[config.mk]
export PLATFORM = sky130hd
export DESIGN_NAME = fifo_in
export DESIGN_NICKNAME = d
export VERILOG_FILES = /design/src/rtl/fifo_in_pkg.sv /design/src/rtl/fifo_in.sv
export SDC_FILE = /design/constraint.sdc
export NUM_CORES = 1
export LEC_CHECK = 0
export ABC_CLOCK_PERIOD_IN_PS = 2200
export CORE_MARGIN = 5
export CORE_UTILIZATION = 52
export CTS_BUF_LIST = sky130_fd_sc_hd__clkbuf_8
export DETAILED_ROUTE_END_ITERATION = 7
export GPL_TIMING_DRIVEN = 1
export PLACE_DENSITY = 0.79
export SLEW_MARGIN = 20
export SYNTH_ARGS = -nofsm -noshare
export SYNTH_HDL_FRONTEND = slang
export SYNTH_SLANG_ARGS = --single-unit
[constraint.sdc]
create_clock -name clk -period 2.2 [get_ports clk]
set_clock_uncertainty 0.05 [all_clocks]
set_input_delay 0.44 -clock clk [delete_from_list [all_inputs] [get_ports clk]]
set_output_delay 0.44 -clock clk [all_outputs]
set_load 0.05 [all_outputs]
[src/rtl/fifo_in_pkg.sv]
// Shared sizes and types for the AES input word-packing buffer.
package fifo_in_pkg;
  localparam int WORD_W    = 32;
  localparam int NUM_WORDS = 4;
  localparam int BLOCK_W   = WORD_W * NUM_WORDS;
  localparam int CNT_W     = $clog2(NUM_WORDS + 1);

  typedef logic [WORD_W-1:0]  word_t;
  typedef logic [BLOCK_W-1:0] block_t;
  typedef logic [CNT_W-1:0]   cnt_t;
endpackage

[src/rtl/fifo_in.sv]
// Packs four 32-bit words (first word most significant) into one 128-bit block
// and hands it to a registered output on read.
module fifo_in
  import fifo_in_pkg::*;
(
  input  logic         clk,
  input  logic         n_rst,
  input  logic         write_en,
  input  logic         read_en,
  input  logic [31:0]  data_in,
  output logic         fifo_empty,
  output logic         fifo_full,
  output logic [127:0] data_out
);

  // Strobe semantics: a write is taken on any edge where write_en=1 and the
  // buffer is not full; a read is taken only when read_en=1 and it is full.
  // Read+write while full retires the block and starts the next one with data_in.
  cnt_t   count;
  block_t pack_q;
  block_t data_q;
  logic   is_full;
  logic   wr_ok;
  logic   rd_ok;

  assign is_full = (count == cnt_t'(NUM_WORDS));
  assign wr_ok   = write_en && !is_full;
  assign rd_ok   = read_en && is_full;

  always_ff @(posedge clk) begin
    if (!n_rst) begin
      count  <= '0;
      pack_q <= '0;
      data_q <= '0;
    end else if (rd_ok) begin
      data_q <= pack_q;
      if (write_en) begin
        pack_q[BLOCK_W-1 -: WORD_W] <= data_in;
        count <= cnt_t'(1);
      end else begin
        count <= '0;
      end
    end else if (wr_ok) begin
      for (int i = 0; i < NUM_WORDS; i++) begin
        if (count == cnt_t'(i)) begin
          pack_q[BLOCK_W-1-i*WORD_W -: WORD_W] <= data_in;
        end
      end
      count <= count + cnt_t'(1);
    end
  end

  assign fifo_empty = (count == '0);
  assign fifo_full  = is_full;
  assign data_out   = data_q;

endmodule

Yosys cells after proc, flatten, opt, wreduce, memory -nomap -nowiden
Cells that the tools add are included.
- flip-flop bits (word level): 259
- output and inout port bits: 130
- word-level logic and storage cells: 33
- add/sub/neg operators: 1
- eq/ne operators: 5
- multiplexer cells: 10
- bitwise gates (word level): 1
- reduce and logical (&&, ||, !) cells: 10
- operators with widths (operator ; number):
    two-way mux 32 bit ; 6
    two-way mux 128 bit ; 1
    AND reduction 3 bit ; 4
    equality test 3 x 2 -> 1 bit (second input constant) ; 2
    two-way mux 3 bit ; 2
    nonzero test 2 bit ; 2
    adder 3 x 1 -> 3 bit (second input constant) ; 1
    equality test 3 x 1 -> 1 bit (second input constant) ; 1
    equality test 3 bit (second input constant) ; 1
    zero test 3 bit ; 1
    logical AND 1 bit ; 2
    != test 2 bit (second input constant) ; 1
    zero test 1 bit ; 1
    two-way mux 1 bit ; 1
    inverter 1 bit ; 1

Depth between registers and ports, before layout
- depth in word-level cells: 5
- gate-level depth with buffers: 8

Worst setup path before layout
No wires, ideal clock.
- kind: register -> output
- start: register count[0]
- end: output port fifo_empty
- arrival time: 1.708 ns
- slack: 0.002 ns
- cell stages (with the launch flop): 6
- path buffers: 2
- cells stage by stage: dfxtp_1 -> inv_1 -> ha_1 -> buf_4 -> clkbuf_1 -> nor2b_1
- longest elaborated chain between the ends: 1
- ends and longest elaborated chain (item ; RTL line ; RTL):
    start: declaration ; fifo_in.sv:19 ; cnt_t count;
    start signal: assignment ; fifo_in.sv:39 ; count <= cnt_t'(1);
    start signal: assignment ; fifo_in.sv:49 ; count <= count + cnt_t'(1);
    zero test 3 bit ; fifo_in.sv:53 ; assign fifo_empty = (count == '0);
    end: declaration ; fifo_in.sv:11 ; output logic fifo_empty,
Every way passes these cells.

Worst setup path in the final report
- start: register data_q[54] (netlist: data_out[54])
- end: output port data_out[54]
- RTL lines (item ; RTL line ; RTL):
    start: declaration ; fifo_in.sv:21 ; block_t data_q;
    start signal: assignment ; fifo_in.sv:36 ; data_q <= pack_q;
    end: declaration ; fifo_in.sv:13 ; output logic [127:0] data_out
No word-level cell between the ends.

==> results list <==
* Run status: finished clean
- Global routing finished with a remaining overflow of 0.
- Yosys reg bits: 259
* DR DRC count: 0
- Of the total power, the share spent switching nets is 0.2505.
* Global placer's final weighted congestion: 0.8332
* Arr. time, crit path: 1680 ps
* Class of the tightest hold or removal check: input port to register
* Count of final hold-check violations: 0
- Diode insertion count for antenna repair: 0
- Busiest metal layer after global routing: met2
- A synthesized cell averages 8.261 um^2.
- Of the total power, combinational logic draws 0.082.
* Minimum setup slack in the final design: 32.17 ps
- VDD IR-drop max: 0.0005801 V
* Area Overhead vs Synth: 28.76%
- Excluding fillers, the count of instances in the completed layout stands at 1553.
- Routing usage on met2: 0.3969
* Worst path bufs/invs: 1
* Most common cell after layout, fill and taps aside: nand2_1
- In this run the number of cells on the critical path is 1.
- Entering global routing, the biggest net connects 89 pins.
- Clock Sinks: 259
* Library cells used by synthesis: 29
* Instance count along the most critical hold path: 3
* Syn nets: 1199
- The internal power of the cells totals 7.326 mW.
- The first global-routing pass estimated 42170 um of wire.
* Final Critical Period: 2168 ps
- In this run the worst path has a maximum fanout of 2.
* Final routed wire length divided by cell count: 17.62 um
* First-pass iteration count of the detailed router: 6
* Fill cell count: 1435
- In this run, the number of DRC markers left after iteration 0 of detailed routing was 899.
* R2R cell count: 7
- Antenna viol nets, final: 0
- MaxCap Viol Count: 0
* Worst slew margin relative to its limit: 0.6248
- For the final routed database, the setup TNS stands at 0 ps.
- For this design the total switching power over the nets is 2.448 mW.
- LEAKAGE: 5.527 nW
* Worst-path cell with the longest stage delay: clkdlybuf4s50_1
- Post-layout total power: 9.774 mW
- CTS Buffer Depth: 3
* Power density normalized to cell area: 793.5 nW/um^2
* Root buf cell: clkbuf_8
* Syn Inst Count: 1158
- Post-DP HPWL: 17550 um
* TritonCTS Buffers: 42
- On the critical path the largest part of the delay comes from buffers and inverters.
* Total wirelength of the detailed-routed design: 27370 um
* Worst-margin pin slew: 565.1 ps
- Die footprint: 21210 um^2
- For this run, the post-layout net count is 1336.
* Total standard cell area after synthesis: 9567 um^2
* Power share of the sequential group: 0.498
* Boundary Pins: 166
- Number of buffers inserted by port buffering: 165
* Area taken by flip-flops and latches: 5186 um^2
- Derived from the worst setup path, the maximum achievable clock frequency is 461.3 MHz.
* DP Cell Count: 1480
* Layout cells sized above 1: 0.07779
- The die is 145.6 um wide.
- The critical path goes through clkdlybuf4s50_1.
* Kind of critical path: register to output port
- In the layout the commonest cells are 449 x nand2_1, 258 x dfxtp_1, 224 x a21oi_1.
- Floorplan row count: 49
- Total count of max-transition violations in the final report: 0
- Total of hold buffers inserted after clock tree synthesis: 0
- The initial antenna violation count was 0.
* Vias in the first global route: 7855
- Initial cell density of the core: 0.5308
* Die Y: 145.6 um
- For this run, global-route usage on met1 was measured as 0.3308.
* Kind of start point of the critical path: register
- Via density per instance: 5.395
* Number of H-tree levels: 2
- The total area inside the core boundary comes to 18020 um^2.
* Setup repair bufs after CTS: 0
- Met3 global-route usage: 0.05014
- Register clock-pin slew on the reported worst setup and hold paths: 60 ps
* Overall global routing resource usage: 0.2446
- Sequential cell area fraction in the yosys report: 0.5420
- TritonCTS built the clock tree.
- In this design, the stage delay of the slowest critical-path cell is 810 ps.
* Final period util: 0.9854
- Req. time, crit path: 1710 ps
- Across all layers, the routed design uses 8378 vias.
- Latest clock arrival within the worst-skew pair: 540 ps
- Of the total power, the clock network draws 0.420.
- Setup violations remaining at the end of the flow were counted as 0.
- At the placement stage, the worst setup path has a slack of 193.1 ps.
- Worst Hold Margin: 351.3 ps
- The Yosys step of the flow raised 0 warnings.
- The worst setup path is captured at an output port.
- Area taken by multi-input logic gates: 3822 um^2
==> worst paths after layout <==
check | end | slack [ps] | from
min | pack_q[27] | 350 | n_rst
min reg2reg | data_out[74] | 400 | pack_q[74]
max | data_out[54] | 30 | data_out[54]
max reg2reg | pack_q[126] | 520 | count[1]
==> power by group through the flow <==
| stage | logic, mW | clock network [mW] | registers, mW |
|---|---|---|---|
| after global routing | 0.864 | 4.37 | 4.88 |
| after CTS | 0.799 | 4.15 | 4.86 |
| after floorplan | 0.470 | 0 | 4.96 |
| after global placement | 0.770 | 0 | 4.96 |
| final | 0.806 | 4.10 | 4.87 |
| after detailed placement | 0.784 | 0 | 4.97 |
==> synth_stat cells, drive strengths merged <==
library cell  count  area share
and3b             2      0.0018
a21oi           224        0.12
a211oi            1     0.00079
mux2              1      0.0012
ha                5      0.0065
nand3             1     0.00052
o21ai            34       0.018
buf              64       0.046
inv               4      0.0016
dfxtp           259        0.54
nand3b            2      0.0016
nand2           450        0.18
clkbuf           37       0.015
nor2b             2      0.0021
o2111ai          32       0.029
o211a             1      0.0010
clkinv            1     0.00039
nand4             1     0.00065
o31ai             1     0.00079
mux2i            33       0.035
and3              3      0.0025
==> final cells by class <==
type	instances	area share
repair buffers	194	0.1757
well taps	229	0.02326
clock inverters	21	0.009650
multi-input cells	793	0.3103
clock buffers	52	0.05810
inverters	5	0.001930
flip-flops and latches	259	0.4210
==> metrics by stage <==
step | utilization | area [um^2]
floorplan | - | 9567
global placement | 0.6294 | 11340
detailed placement | 0.6294 | 11340
CTS | 0.6743 | 12150
global route | 0.6834 | 12320
finish | 0.6834 | 12320
==> logic make-up (layout without fill, tap and decap cells) <==
| kind of cell | after synthesis | count (layout) | synth area share |
|---|---|---|---|
| muxes | 34 | 34 | 0.03571 |
| buffers and inverters | 106 | 272 | 0.06238 |
| adders and majority gates | 5 | 5 | 0.006539 |
| and+or+nand+nor | 461 | 461 | 0.1865 |
| DFF | 259 | 259 | 0.5420 |
| AOI/OAI and AO/OA | 293 | 293 | 0.1669 |
==> flip-flops by register name, indices dropped and copies added (netlist names) <==
signal and cells:
count 3, data_out 128, pack_q 128
==> metal layers <==
layer	vias to the layer above	wire [um]	share of wire
li1	4100	-	-
met1	3901	11260	0.41
met2	328	12910	0.47
met4	0	719	0.026
met5	-	0	0
met3	49	2484	0.091
==> repair_timing <==
action                                  4_1_cts  5_1_grt
gates cloned                                  0        0
endpoints found under the setup margin       38       66
gates resized for setup                      40       67
hold endpoints to repair                      0        0
pin swaps                                     0        0
Note: power is estimated with default switching activity, not from simulation.
